## src/rtl/mem_arb_pkg.sv

```systemverilog
// Shared types for the two-master memory arbiter: FSM states and owner encodings.
package mem_arb_pkg;

  typedef enum logic [1:0] {
    IDLE   = 2'd0,
    ACCESS = 2'd1,
    DONE   = 2'd2
  } state_t;

  localparam logic M0 = 1'b0;
  localparam logic M1 = 1'b1;

endpackage

```

## src/rtl/rr_arb2.sv

```systemverilog
// Combinational two-way round-robin picker: on conflict, the master that was not served last wins.
module rr_arb2 (
  input  logic [1:0] i_req,
  input  logic       i_last_owner,
  output logic       o_gnt_valid_c,
  output logic       o_gnt_idx_c
);
  import mem_arb_pkg::*;

  always_comb begin
    o_gnt_valid_c = |i_req;
    o_gnt_idx_c   = M0;
    if (i_req == 2'b11) begin
      o_gnt_idx_c = ~i_last_owner;
    end else if (i_req[1]) begin
      o_gnt_idx_c = M1;
    end
  end

endmodule

```

## src/rtl/mem_arbiter.sv

```systemverilog
// Two-master single-port memory arbiter/sequencer: serialises accesses, drives the memory
// for MEM_LAT cycles, returns read data and pulses a one-cycle ack to the served master.
module mem_arbiter #(
  parameter int unsigned AW      = 32,
  parameter int unsigned DW      = 32,
  parameter int unsigned MEM_LAT = 1
) (
  input  logic          clock,
  input  logic          reset,
  input  logic          m0_req,
  input  logic          m0_we,
  input  logic [AW-1:0] m0_addr,
  input  logic [DW-1:0] m0_wdata,
  output logic [DW-1:0] m0_rdata,
  output logic          m0_ack,
  input  logic          m1_req,
  input  logic          m1_we,
  input  logic [AW-1:0] m1_addr,
  input  logic [DW-1:0] m1_wdata,
  output logic [DW-1:0] m1_rdata,
  output logic          m1_ack,
  output logic          mem_en,
  output logic          mem_we,
  output logic [AW-1:0] mem_addr,
  output logic [DW-1:0] mem_wdata,
  input  logic [DW-1:0] mem_rdata,
  output logic          busy,
  output logic          owner
);
  import mem_arb_pkg::*;

  localparam int unsigned CW = $clog2(MEM_LAT + 1);

  state_t        r_state;
  logic [CW-1:0] r_cnt;
  logic          r_last_owner;
  logic          r_owner;
  logic          r_we;
  logic          r_mem_en;
  logic          r_mem_we;
  logic [AW-1:0] r_mem_addr;
  logic [DW-1:0] r_mem_wdata;
  logic [DW-1:0] r_m0_rdata;
  logic [DW-1:0] r_m1_rdata;
  logic          r_m0_ack;
  logic          r_m1_ack;
  logic          r_busy;

  logic          w_gnt_valid;
  logic          w_gnt_idx;
  logic          w_sel_we;
  logic [AW-1:0] w_sel_addr;
  logic [DW-1:0] w_sel_wdata;

  rr_arb2 u_rr_arb2 (
    .i_req         ({m1_req, m0_req}),
    .i_last_owner  (r_last_owner),
    .o_gnt_valid_c (w_gnt_valid),
    .o_gnt_idx_c   (w_gnt_idx)
  );

  assign w_sel_we    = (w_gnt_idx == M1) ? m1_we    : m0_we;
  assign w_sel_addr  = (w_gnt_idx == M1) ? m1_addr  : m0_addr;
  assign w_sel_wdata = (w_gnt_idx == M1) ? m1_wdata : m0_wdata;

  // Sequencer: IDLE samples requests, ACCESS holds the latched command for MEM_LAT cycles, DONE acks.
  always_ff @(posedge clock) begin
    if (reset) begin
      r_state      <= IDLE;
      r_cnt        <= '0;
      r_last_owner <= M1;
      r_owner      <= M0;
      r_we         <= 1'b0;
      r_mem_en     <= 1'b0;
      r_mem_we     <= 1'b0;
      r_mem_addr   <= '0;
      r_mem_wdata  <= '0;
      r_m0_rdata   <= '0;
      r_m1_rdata   <= '0;
      r_m0_ack     <= 1'b0;
      r_m1_ack     <= 1'b0;
      r_busy       <= 1'b0;
    end else begin
      r_m0_ack <= 1'b0;
      r_m1_ack <= 1'b0;
      case (r_state)
        IDLE: begin
          if (w_gnt_valid) begin
            r_owner     <= w_gnt_idx;
            r_we        <= w_sel_we;
            r_mem_addr  <= w_sel_addr;
            r_mem_wdata <= w_sel_wdata;
            r_mem_en    <= 1'b1;
            r_mem_we    <= w_sel_we;
            r_cnt       <= CW'(1);
            r_busy      <= 1'b1;
            r_state     <= ACCESS;
          end
        end
        ACCESS: begin
          // Write strobe is only asserted on the first access cycle.
          r_mem_we <= 1'b0;
          if (r_cnt == CW'(MEM_LAT)) begin
            r_mem_en <= 1'b0;
            r_state  <= DONE;
            if (r_owner == M0) begin
              r_m0_ack <= 1'b1;
              if (!r_we) r_m0_rdata <= mem_rdata;
            end else begin
              r_m1_ack <= 1'b1;
              if (!r_we) r_m1_rdata <= mem_rdata;
            end
          end else begin
            r_cnt <= r_cnt + CW'(1);
          end
        end
        DONE: begin
          r_last_owner <= r_owner;
          r_busy       <= 1'b0;
          r_state      <= IDLE;
        end
        default: r_state <= IDLE;
      endcase
    end
  end

  assign mem_en    = r_mem_en;
  assign mem_we    = r_mem_we;
  assign mem_addr  = r_mem_addr;
  assign mem_wdata = r_mem_wdata;
  assign m0_rdata  = r_m0_rdata;
  assign m1_rdata  = r_m1_rdata;
  assign m0_ack    = r_m0_ack;
  assign m1_ack    = r_m1_ack;
  assign busy      = r_busy;
  assign owner     = r_owner;

endmodule

```

## config.mk

```make
export PLATFORM = sky130hd
export DESIGN_NAME = mem_arbiter
export DESIGN_NICKNAME = d
export VERILOG_FILES = /design/src/rtl/mem_arb_pkg.sv /design/src/rtl/rr_arb2.sv /design/src/rtl/mem_arbiter.sv
export SDC_FILE = /design/constraint.sdc
export NUM_CORES = 1
export LEC_CHECK = 0
export BUFFER_PORTS_ARGS = -buffer_cell sky130_fd_sc_hd__buf_4
export CAP_MARGIN = 20
export CORE_UTILIZATION = 30
export DETAILED_ROUTE_END_ITERATION = 10
export PLACE_DENSITY = 0.61
export SYNTH_ARGS = -nofsm -noshare
export SYNTH_HDL_FRONTEND = slang
export SYNTH_HIERARCHICAL = 1
export SYNTH_SLANG_ARGS = --single-unit
```

## constraint.sdc

```tcl
create_clock -name clock -period 2.16 [get_ports clock]
set_input_delay 0.108 -clock clock [delete_from_list [all_inputs] [get_ports clock]]
set_output_delay 0.108 -clock clock [all_outputs]
set_load 0.05 [all_outputs]
```

---- After elaboration in Yosys (flattened, before gate mapping) ----
Index checks and enable logic that the tools add are counted.
word-level totals
  register bits after elaboration ......... 139
  output and inout bits ................... 134
  logic and storage cells ................. 55
  memories kept ........................... 0
  latch bits .............................. 0
  bits of input ports ..................... 166
  bits in writable memories ............... 0
  memory bits (read-only) ................. 0
operators by class
  bitwise gates (word level) .............. 5
  equality and inequality tests ........... 5
  $lt $le $gt $ge ......................... 0
  reduce and logical (&&, ||, !) cells .... 12
  muxes and demuxes ....................... 18
  multipliers ............................. 0
  shifts and indexed selects .............. 0
  $add $sub $neg .......................... 1
  divide/modulo/power cells ............... 0
operators with widths
  operator                                                               count
  32-bit 2-to-1 mux                                                      2
  1-bit 2-to-1 mux                                                       9
  1-bit one-hot mux with 2 select lines                                  4
  2-bit AND reduction                                                    4
  4-bit AND reduction                                                    2
  1-bit NOT                                                              5
  2-bit equality test, second input constant                             2
  2-bit 2-to-1 mux                                                       2
  2-bit one-hot mux with 2 select lines                                  1
  2-bit nonzero test                                                     2
  3-bit AND reduction                                                    1
  3-bit OR reduction                                                     1
  2-bit by 1-bit equality test with 1-bit output, second input constant  1
  2-bit zero test                                                        1
  2-bit by 1-bit != test with 1-bit output, second input constant        1
  2-bit != test, second input constant                                   1
  2-bit OR reduction                                                     1
  1-bit adder, second input constant                                     1

---- Depth between registers and ports, before layout ----
Gate-level depths: netlist (run 1).
  word-level depth ........................ 5
  depth in mapped cells ................... 6
  depth with buffers taken out ............ 4

---- By module ----
Netlist (run 1), hierarchy kept.
by module, submodules not included
  module       cells each  seq. area each (um^2)  area an instance (um^2)  times used
  mem_arbiter  572         2782.7                 5860.6                   1
  rr_arb2      2           0.0                    13.8                     1

---- Worst setup path after synthesis (run 1) ----
OpenSTA, ideal clock, no wires.
  path kind ............................... flip-flop to flip-flop
  start ................................... register r_owner, in the netlist owner
  end ..................................... register r_m1_rdata[10], in the netlist m1_rdata[10]
  required time ........................... 2.040 ns
  slack ................................... 0.314 ns
  clock period less this slack ............ 1.846 ns
  arrival time ............................ 1.726 ns
  stages on the path, launching flop included .. 6
  path buffers ............................ 2
  library setup time ...................... 0.120 ns
  path through ............................ dfxtp_1 inv_2 or4_4 buf_6 buf_12 mux2i_1
on the way
  longest elaborated chain between the ends .. 1
RTL lines
  item                           line                text
  start, declared                mem_arbiter.sv:37   logic r_owner;
  start signal, assigned         mem_arbiter.sv:89   r_owner <= w_gnt_idx;
  4-bit AND reduction (no line)  -
  end signal, assigned           mem_arbiter.sv:111  if (!r_we) r_m1_rdata <= mem_rdata;
  end, declared                  mem_arbiter.sv:44   logic [DW-1:0] r_m1_rdata;
Every way passes these cells.
A chain may end at the register's enable or synchronous reset.

---- Worst setup path after layout (run 1) ----
  start ................................... register r_state[0]
  end ..................................... register r_m1_rdata[24], in the netlist m1_rdata[24]
on the way
  longest elaborated chain between the ends .. 2
RTL lines
  item                                            line                text
  start, declared                                 mem_arbiter.sv:34   state_t r_state;
  start signal, assigned                          mem_arbiter.sv:69   r_state <= IDLE;
  start signal, assigned                          mem_arbiter.sv:97   r_state <= ACCESS;
  start signal, assigned                          mem_arbiter.sv:105  r_state <= DONE;
  2-bit by 1-bit equality test with 1-bit output  mem_arbiter.sv:86   case (r_state)
  4-bit AND reduction (no line)                   -
Every way passes these cells.

==> key figures, run 1 <==
Outcome
  – Status: finished clean

Synth
  – Dominant synthesized flop cell: dfxtp_1
  – Syn Inst Count: 574
  – Synth Register Bits: approximately 140
  – YS warnings: 6
  – Post-synth EDFFs: 0
  – Ys async rst share: 0
  – Mean Syn Cell Area: around 10 um2
  – Mapped cell area: 5870 um2
  – Synthesized Nets: 740
  – Sequential share of the synthesized area: 0.474
  – Netlist cell types: 30

Timing
  – Worst slew pin tran: 0.611 ns
  – Final Cycle Share: 0.814
  – Slew margin rel.: 0.593
  – Max Fclk: approximately 570 MHz
  – Setup TNS: 0 ns
  – Post-route minimum period: 1.76 ns
  – RSZ-0062 raised after global routing: false
  – Hold_ws: between 0.03 and 0.04 ns
  – Final Max Tran Viols: 0
  – Worst Skew: about 0.013 ns
  – Final setup fails: 0
  – Fin. Hold Viols: 0

Clock network
  – CTS root buffer: clkbuf_16
  – CTS tree: yes
  – Total CTS buffers: 17
  – H-tree levels: 4
  – Clock Path Buffers: 2
  – CTS sink cnt: 139
  – Worst-path clk slew: 0.06 ns
  – Clk Latency, worst-skew pair: 0.42 ns

Critical path
  – RR Endpoint: m1_rdata[24]
  – Crit-path max cell delay: 0.73 ns
  – Nature of the critical path startpoint: flop
  – Worst setup path category: flop to flop
  – Worst EP required: about 2.4 ns
  – Worst Setup End Kind: flop
  – CP Max Fanout: 32
  – CP Cell Sequence: nand2b_2, or4_4, mux2i_1
  – Worst reg2reg path startpoint: r_state[0]
  – Reg2reg setup slack: 0.40 ns
  – Crit path max-delay cell type: or4_4
  – CP arrival: 2.03 ns
  – Worst Reg-to-Reg Cells: 3

Min path
  – WHS Path Cells: 3
  – Hold Path Sink: mem_addr[10]
  – Worst Hold Launch: m0_addr[10]
  – Worst Hold Class: primary input to flop

Place
  – GP Congestion: 0.780
  – # port buffers: between 200 and 300
  – DP HPWL: 12100 um

Routing
  – Starting DRT DRC Count: 127
  – Routed Antenna Nets: 0
  – WL/cell: 14.5 um
  – DRC: 0
  – WL final: 16800 um
  – Via/cell ratio: 4.39
  – Via count: approximately 5100
  – TritonRoute pass-1 iters: 4

Floorplanning
  – Std-Cell Rows: 50
  – DIE WIDTH: 142 um
  – Initial Utilization: 0.310
  – Core Area: 19000 um2
  – Die area: 20100 um2
  – # IOs: 300
  – Die H: 142 um

Global routing
  – Largest net degree at the start of global routing: 131
  – GR Util All Layers: 0.166
  – GR Overflow Total: 0
  – Initial antenna violation count: 0
  – First-pass GRT wire length: between 20000 and 30000 um
  – Vias in the first global route: 4880

Layout
  – Most frequent cells in the layout: buf_4, dfxtp_1, mux2i_1
  – Reg area: 2780 um2
  – P&R area growth vs syn: 58.5%
  – Share of layout cells above drive strength 1: 0.388
  – Antenna Cells: 0
  – Area of the multi-input gates: 2850 um2
  – Post-layout net count: roughly 1100
  – Most common cell after layout, fill and taps aside: buf_4
  – Fillers: 1877

Power and ir drop
  – Power Dens Cells: 839 nW/um2
  – P_leak: 4.26 nW
  – Net Sw Frac: 0.305
  – Clock Power Share: 0.394
  – Sequential power share: 0.366
  – VDD IR max: 0.000472 V
  – Power share of the combinational group: 0.239
  – Internal: 5.43 mW
  – Switching power: 2.39 mW

Flow run
  – Maxcap violations: 0
## how the worst max path moves through the flow
stage | from | end | cells past startpoint
CTS | r_state[0] | m1_rdata[24] | 3
global placement | r_state[0] | m1_rdata[18] | 3
finish | r_state[0] | m1_rdata[24] | 3
detailed placement | r_state[0] | m1_rdata[24] | 3
floorplan | owner | m1_rdata[10] | 5
global route | r_state[0] | m1_rdata[17] | 3
## state kept, by name, summed over array words and instances (netlist names)
register,count
m1_rdata,32
mem_wdata,32
m0_ack,1
m0_rdata,32
busy,1
m1_ack,1
r_cnt,1
mem_en,1
owner,1
r_last_owner,1
r_state,2
mem_addr,32
mem_we,1
r_we,1
## stage by stage
stage / utilization / cell area, um2 / total power, mW / std cells / worst slack, ns
floorplan: - / 5870 / 4.07 / 574 / 0.314
detailed placement: 0.442 / 8380 / 4.76 / 1096 / 0.387
finish: 0.491 / 9310 / 7.81 / 1159 / 0.403
global placement: 0.442 / 8380 / 4.75 / 1096 / 0.430
CTS: 0.491 / 9310 / 7.93 / 1159 / 0.391
global route: 0.491 / 9310 / 8.16 / 1159 / 0.314
## layer usage
layer  GRT usage  share of wire
met5           0              0
met1       0.197           0.43
met4      0.0504          0.011
met3      0.0643          0.078
met2       0.275           0.48
## Yosys cell counts (2+ instances only)
library cell / instances / share of area
a211oi_1: 64 / 0.082
a21oi_1: 6 / 0.0051
and2b_1: 3 / 0.0038
buf_12: 3 / 0.010
buf_2: 14 / 0.012
clkbuf_1: 29 / 0.019
dfxtp_1: 139 / 0.47
mux2i_1: 128 / 0.22
nand2_1: 4 / 0.0026
nand2b_1: 96 / 0.10
nor2_1: 65 / 0.042
nor3_1: 3 / 0.0026
nor4_1: 2 / 0.0021
o21bai_1: 2 / 0.0026
## cell families (layout without fill, tap and decap cells)
family / Yosys count / after routing / synth area share
muxes: 129 / 129 / 0.220
buffers and inverters: 50 / 375 / 0.0445
DFF: 139 / 139 / 0.474
AOI/OAI and AO/OA: 75 / 75 / 0.0933
and+or+nand+nor: 181 / 181 / 0.168
## power by group through the flow
stage                     registers [mW]  clock network, mW  logic [mW]
final                               2.86               3.08        1.87
after global routing                2.89               3.29        1.98
after CTS                           2.87               3.18        1.89
after detailed placement            2.92                  0        1.84
after global placement              2.91                  0        1.84
after floorplan                     3.54                  0       0.527
## final cells by class
class / instances / area share
Multi-Input combinational cell: 385 / 0.306
Sequential cell: 139 / 0.299
Timing Repair Buffer: 341 / 0.293
Clock buffer: 19 / 0.0465
Tap cell: 260 / 0.0349
Clock inverter: 13 / 0.0203
Inverter: 2 / 0.000806
## repair_timing
item / CTS / global route
hold buffers: 31 / 0
setup buffers: 0 / 0
resized for setup: 0 / 0
endpoints found under the setup margin: 0 / 0
endpoints found under the hold margin: 59 / 0
## critical path, delay by kind of cell, from the launching register on
kind / cells / cell delay, ns
DFF: 1 / 0.48
muxes: 1 / 0.21
and+or+nand+nor: 2 / 0.90
No activity file was read; power rests on OpenSTA's default activity.
==> inputs of run 2 (changes only) <==
ABC_AREA = 1   (was default)
PLACE_DENSITY = 0.6   (was 0.61)
clock period = 1.66 ns   (was 2.16 ns; I/O delays follow)
==> run 2 against run 1 <==
  * Maximum frequency grew 27%
  * Sequential cell count is the same
  * Clock skew shrank 0.0042 ns
  * Non-clock buffer count grew 3
  * Cell count grew 29%
  * Setup slack lost 0.13 ns
  * Sequential power grew 29%
  * Power grew 34%
  * Highest routed layer unchanged
  * Largest cell class is now registers
  * Routed wire length grew 5.7%
  * Hold slack lost 0.016 ns
  * Combinational power grew 29%
  * Via count grew 22%
==> key figures, run 2 <==
Outcome
  – Status: finished clean

Timing
  – Post-route minimum period: 1.39 ns (-0.370 ns)
  – Final Max Tran Viols: 0 (unchanged)
  – Slew margin rel.: 0.463 (-0.130)
  – Setup TNS: 0 ns (unchanged)
  – Final Cycle Share: 0.835 (+0.0219)
  – Final setup fails: 0 (unchanged)
  – Worst slew pin tran: 0.806 ns (+0.195 ns)
  – Max Fclk: 721 MHz (+27%)
  – RSZ-0062 raised after global routing: false
  – Final worst setup slack: 0.273 ns (-0.130 ns)
  – Fin. Hold Viols: 0 (unchanged)
  – Worst Skew: 0.00866 ns (-0.00422 ns)

Clock network
  – Clock Path Buffers: 2 (unchanged)
  – Setup Buffers After CTS: 0 (unchanged)
  – CTS tree: yes
  – Total CTS buffers: 17 (unchanged)
  – Clk Latency, worst-skew pair: 0.42 ns (about the same)
  – Worst-path clk slew: 0.06 ns (about the same)
  – H-tree levels: 4 (unchanged)
  – CTS sink cnt: 139 (unchanged)
  – CTS root buffer: clkbuf_16

Critical path
  – Worst Path Buf+Inv: 1 (+1)
  – Reg2reg setup slack: 0.27 ns (-0.13 ns)
  – CP arrival: 1.65 ns (-0.38 ns)
  – RR Endpoint: mem_wdata[27]
  – Nature of the critical path startpoint: flop
  – Worst reg2reg path startpoint: r_last_owner
  – Source of the critical timing path: r_last_owner
  – Worst Setup End Kind: flop
  – Top Family by Delay on Critical Path: compound AO/OA/AOI/OAI gates
  – Worst Reg-to-Reg Cells: 5 (+2)
  – Crit path max-delay cell type: dfxtp_1
  – CP Max Fanout: 99 (+210%)
  – Worst setup path category: flop to flop
  – Worst EP required: 1.92 ns (-0.52 ns)
  – CP Cell Sequence: a21oi_4, buf_12, o21ai_0, nand2_1, a21oi_1
  – Critical path endpoint: mem_wdata[27]
  – WP depth: 5 (+2)
  – Crit-path max cell delay: 0.33 ns (-0.40 ns)

Global routing
  – Largest net degree at the start of global routing: 100 (-24%)
  – GR Util All Layers: 0.172 (+0.00641)
  – First-pass GRT wire length: 27800 um (+9.0%)
  – Vias in the first global route: 5668 (+16%)
  – GR Overflow Total: 0 (unchanged)
  – Initial antenna violation count: 0 (unchanged)

Routing
  – Starting DRT DRC Count: 207 (+63%)
  – Via count: 6226 (+22%)
  – DRC: 0 (unchanged)
  – TritonRoute pass-1 iters: 4 (unchanged)
  – WL/cell: 11.9 um (-18%)
  – Routed Antenna Nets: 0 (unchanged)
  – WL final: 17800 um (+5.7%)
  – Via/cell ratio: 4.17 (-5.1%)

Layout
  – Antenna Cells: 0 (unchanged)
  – P&R area growth vs syn: 56.0%
  – Fillers: 2072 (+10%)
  – Post-layout net count: 1381 (+31%)
  – Final non-filler cell total: 1493 (+29%)
  – Share of layout cells above drive strength 1: 0.287 (-0.102)
  – Share of the core filled with cells: 0.481 (-0.0101)
  – Most common cell after layout, fill and taps aside: nand2_1
  – Most frequent cells in the layout: nand2_1, buf_4, dfxtp_1
  – Reg area: 2780 um2 (unchanged)
  – Area of the multi-input gates: 2540 um2 (-11%)

Synth
  – Synthesized Nets: 1073 (+45%)
  – Sequential share of the synthesized area: 0.459 (-0.0147)
  – Netlist cell types: 19 (-37%)
  – Syn Inst Count: 907 (+58%)
  – Area contributors post-synth: dfxtp_1, nand2_1, nor2_1
  – Mean Syn Cell Area: 6.68 um2 (-35%)
  – Synth Register Bits: 139 (unchanged)
  – Synth top area share: 0.459 (-0.0147)
  – Cell taking the most area after synthesis: dfxtp_1
  – Mapped cell area: 6060 um2 (+3.2%)
  – Cell with the most instances after synthesis: nand2_1
  – Most frequent cells after synthesis: nand2_1, dfxtp_1, nor2_1
  – Ys async rst share: 0 (unchanged)
  – YS warnings: 6 (unchanged)
  – Dominant synthesized flop cell: dfxtp_1
  – Post-synth EDFFs: 0 (unchanged)

Floorplanning
  – Std-Cell Rows: 51 (+2.0%)
  – # IOs: 300 (unchanged)
  – Core Area: 19700 um2 (+3.7%)
  – DIE WIDTH: 144 um (+1.6%)
  – Initial Utilization: 0.308 (-0.00146)
  – Die area: 20800 um2 (+3.1%)
  – Die H: 144 um (+1.6%)

Min path
  – Worst Hold Class: primary input to flop

Power and ir drop
  – Power Total: 10.5 mW (+34%)
  – VDD IR max: 0.000779 V (+65%)
  – Power Dens Cells: 1110 nW/um2 (+32%)
  – P_leak: 4.70 nW (+11%)

Flow run
  – Maxcap violations: 0 (unchanged)

Place
  – GP Congestion: 0.740 (-5.1%)
  – DP HPWL: 12600 um (+4.4%)
  – Post-Place Worst Slack: 0.285 ns (-0.102 ns)
  – Dpl cells: 1429 (+30%)
  – # port buffers: 299 (unchanged)
-- run 2: cell count changes in the layout (fill, tap and decap cells not counted), sizes merged, moves of 3 or more --
| cell | previous run | this run |
|---|---|---|
| nand2 | 4 | 329 |
| mux2i | 128 | 0 |
| inv | 5 | 105 |
| nand2b | 97 | 0 |
| nor2 | 65 | 134 |
| o21ai | 1 | 67 |
| a21oi | 6 | 71 |
| a211oi | 64 | 0 |
| and2b | 3 | 0 |
| nor4 | 3 | 0 |
-- run 2: cell families (layout without fill, tap and decap cells) --
logic type	after synthesis	count (layout)	share of synthesized area
AOI/OAI and AO/OA	139	139	0.115
DFF	139	139	0.459
buffers and inverters	160	481	0.124
and+or+nand+nor	469	469	0.301
-- run 2: worst min-delay path, stage by stage --
cell     delay, ns
buf_4         0.10
inv_1         0.04
o21ai_0       0.06
nand2_1       0.06
a21oi_1       0.05
-- run 2: cell type report --
cell class                      instances  share of cell area
Sequential cell                       139               0.294
Multi-Input combinational cell        608               0.268
Inverter                              105              0.0417
Timing Repair Buffer                  344               0.288
Clock inverter                         11              0.0226
Tap cell                              265              0.0351
Clock buffer                           21              0.0498
-- run 2: metrics by stage --
step	hold WS, ns	instance area [um2]
floorplan	0.296	6060
global placement	0.390	8450
detailed placement	0.397	8450
CTS	0.000280	9450
global route	0.0262	9450
finish	0.0215	9450
-- run 2: layer usage --
| metal | vias to the layer above | share of wire | global-route usage |
|---|---|---|---|
| met5 | - | 0 | 0 |
| met4 | 0 | 0.020 | 0.0637 |
| met3 | 25 | 0.073 | 0.0586 |
| met2 | 198 | 0.47 | 0.285 |
| met1 | 2649 | 0.43 | 0.206 |
| li1 | 3354 | - | - |
-- run 2: timing repair --
action	in CTS	in global routing
hold buffers	32	0
hold endpoints to repair	61	0
resized for setup	0	0
-- run 2: where the power goes --
part	internal [mW]	switching [mW]	total (mW)
logic	0.869	1.54	2.41
clock network	2.94	1.45	4.39
registers	3.58	0.128	3.70
-- run 2: worst min-delay path by stage --
stage,start,end,cells past startpoint
3_3_place_gp,mem_rdata[12],m1_rdata[12],5
4_1_cts,m0_addr[17],mem_addr[17],5
2_1_floorplan,mem_rdata[23],m0_rdata[23],4
3_5_place_dp,mem_rdata[12],m1_rdata[12],5
5_1_grt,m0_wdata[5],mem_wdata[5],5
6_report,m0_wdata[5],mem_wdata[5],5
==> inputs of run 3 (changes only) <==
PLACE_DENSITY = 0.62   (was 0.6)
clock period = 1.2 ns   (was 1.66 ns; I/O delays follow)
==> run 3 against run 2 <==
  * The run now ends with negative setup slack left
  * Via count grew 15%
  * Clock skew grew 0.00072 ns
  * Register-to-register slack lost 0.41 ns
  * Critical path type unchanged
  * Global-route usage grew 1.9 points
  * Cell count grew 7.8%
  * Critical endpoint is now mem_addr[19]
  * First-iteration DRC count grew 23%
  * Utilization grew 10 points
  * Non-clock buffer count grew 118
  * Design area grew 21%
==> key figures, run 3 (same netlist as run 2, synthesis figures left out) <==
Layout
  – Post-layout net count: 1499 (+8.5%)
  – Most frequent cells in the layout: buf_4, nand2_1, dfxtp_1
  – Fin area: 11500 um2 (+21%)
  – Share of the core filled with cells: 0.583 (+0.102)
  – Fillers: 1714 (-17%)
  – Antenna Cells: 0 (unchanged)
  – Share of layout cells above drive strength 1: 0.395 (+0.108)
  – Most common cell after layout, fill and taps aside: buf_4
  – Final non-filler cell total: 1609 (+7.8%)
  – P&R area growth vs syn: 89.1%

Routing
  – Via/cell ratio: 4.44 (+6.5%)
  – WL final: 23000 um (+29%)
  – WL/cell: 14.3 um (+20%)
  – TritonRoute pass-1 iters: 5 (+1)
  – Routed Antenna Nets: 0 (unchanged)
  – Starting DRT DRC Count: 254 (+23%)
  – Via count: 7147 (+15%)
  – DRC: 0 (unchanged)

Critical path
  – Worst setup path category: flop to flop
  – Critical path endpoint: mem_addr[19]
  – CP arrival: 1.69 ns (+0.04 ns)
  – Worst reg2reg path startpoint: r_last_owner
  – Crit-path max cell delay: 0.33 ns (about the same)
  – Worst Reg-to-Reg Cells: 8 (+3)
  – Worst Setup End Kind: flop
  – WP depth: 8 (+3)
  – Worst Path Buf+Inv: 3 (+2)
  – Crit path max-delay cell type: dfxtp_2
  – Nature of the critical path startpoint: flop
  – CP Cell Sequence: a21oi_4, buf_6, clkbuf_16, clkbuf_16, nand2_1, o21ai_1, nand2_1, a21oi_1
  – Top Family by Delay on Critical Path: buffers and inverters
  – RR Endpoint: mem_addr[19]
  – Reg2reg setup slack: -0.13 ns (-0.41 ns)
  – Source of the critical timing path: r_last_owner
  – CP Max Fanout: 7 (-93%)
  – Worst EP required: 1.55 ns (-0.37 ns)

Clock network
  – CTS root buffer: clkbuf_16
  – CTS tree: yes
  – CTS sink cnt: 139 (unchanged)
  – Total CTS buffers: 17 (unchanged)
  – H-tree levels: 4 (unchanged)
  – Clock Path Buffers: 2 (unchanged)
  – Worst-path clk slew: 0.06 ns (about the same)
  – Clk Latency, worst-skew pair: 0.42 ns (about the same)

Global routing
  – Largest net degree at the start of global routing: 67 (-33%)
  – Vias in the first global route: 6371 (+12%)
  – GR Overflow Total: 0 (unchanged)
  – Initial antenna violation count: 0 (unchanged)
  – First-pass GRT wire length: 30700 um (+10%)
  – GR Util All Layers: 0.191 (+0.0192)

Power and ir drop
  – Power Dens Cells: 1270 nW/um2 (+14%)
  – P_leak: 5.63 nW (+20%)
  – VDD IR max: 0.000865 V (+11%)
  – Power Total: 14.5 mW (+38%)

Place
  – # port buffers: 299 (unchanged)
  – GP Congestion: 0.747 (+0.88%)
  – Post-Place Worst Slack: -0.223 ns (-0.508 ns)
  – Dpl cells: 1440 (+0.77%)
  – DP HPWL: 12700 um (+0.99%)
  – Post-Place Cell Area: 8610 um2 (+1.9%)

Floorplanning
  – DIE WIDTH: 144 um (unchanged)
  – Die H: 144 um (unchanged)
  – Initial Utilization: 0.308 (unchanged)
  – Die area: 20800 um2 (unchanged)
  – Core Area: 19700 um2 (unchanged)
  – Std-Cell Rows: 51 (unchanged)
  – # IOs: 300 (unchanged)

Timing
  – Final worst setup slack: -0.135 ns (-0.408 ns)
  – Max Fclk: 749 MHz (+3.9%)
  – Final Cycle Share: 1.11 (+0.277)
  – RSZ-0062 raised after global routing: true
  – Worst slew pin tran: 0.366 ns (-0.440 ns)
  – Post-route minimum period: 1.33 ns (-0.0521 ns)
  – Final setup fails: 126 (+126)
  – Slew margin rel.: 0.756 (+0.294)
  – Final Max Tran Viols: 0 (unchanged)
  – Setup TNS: -7.05 ns (-7.05 ns)
  – Worst Skew: 0.00938 ns (+0.000720 ns)
  – Fin. Hold Viols: 0 (unchanged)
  – Hold_ws: 0.00897 ns (-0.0126 ns)

Flow run
  – Maxcap violations: 0 (unchanged)

Outcome
  – Violated checks: negative setup slack
  – Status: complete, but fails checks

Min path
  – Worst Hold Class: primary input to flop
[run 3: cell types whose count changed in the layout (fill, tap and decap cells not counted), moves of 20 or more]
cell           before  now
nand2_4             0   23
nand2_2             0   70
o21ai_0            67   34
clkbuf_16          17   37
o21ai_1             0   23
nand2_1           329  236
dlygate4sd3_1      32  103
[run 3: where the power goes]
| part | switching [mW] | total (mW) | internal [mW] |
|---|---|---|---|
| sequential | 0.180 | 5.13 | 4.95 |
| combinational | 2.48 | 4.22 | 1.73 |
| clock | 2.04 | 5.19 | 3.14 |
[run 3: layer usage]
layer  GRT usage  wire [um]  up-vias
met5           0          0        -
met4      0.0925        625        0
met3      0.0570       1320       37
met2       0.326      11800      253
met1       0.218       9320     3246
li1            -          -     3611
[run 3: cell type report]
| type | count | area (um2) | share of cell area |
|---|---|---|---|
| clock buffer | 19 | 453 | 0.0395 |
| clock inverter | 11 | 121 | 0.0106 |
| tap | 265 | 332 | 0.0289 |
| inverter | 105 | 399 | 0.0348 |
| multi-input combinational | 608 | 3010 | 0.263 |
| sequential | 139 | 2790 | 0.243 |
| timing repair buffer | 462 | 4360 | 0.380 |
[run 3: worst min path at each step]
stage,startpoint,endpoint,slack [ns],depth (start not counted)
final,m1_wdata[11],mem_wdata[11],0.009,5
after global routing,m1_wdata[7],mem_wdata[7],0.005,5
after CTS,m0_addr[26],mem_addr[26],0.0003,5
after detailed placement,reset,mem_wdata[18],0.34,2
after global placement,reset,mem_wdata[21],0.35,2
after floorplan,mem_rdata[23],m0_rdata[23],0.27,4
[run 3: what timing repair did]
| item | 4_1_cts | 5_1_grt |
|---|---|---|
| hold buffers | 101 | 2 |
| gates cloned | 4 | 24 |
| pin swaps | 15 | 56 |
| setup buffers | 5 | 7 |
| gates resized for setup | 23 | 191 |
| endpoints found under the hold margin | 109 | 2 |
| endpoints found under the setup margin | 104 | 129 |
[run 3: worst register-to-register path: cells and delay by family (launching register included)]
kind	cells	cell delay (ns)
buffers and inverters	3	0.44
DFF	1	0.33
AOI/OAI and AO/OA	3	0.38
and+or+nand+nor	2	0.12
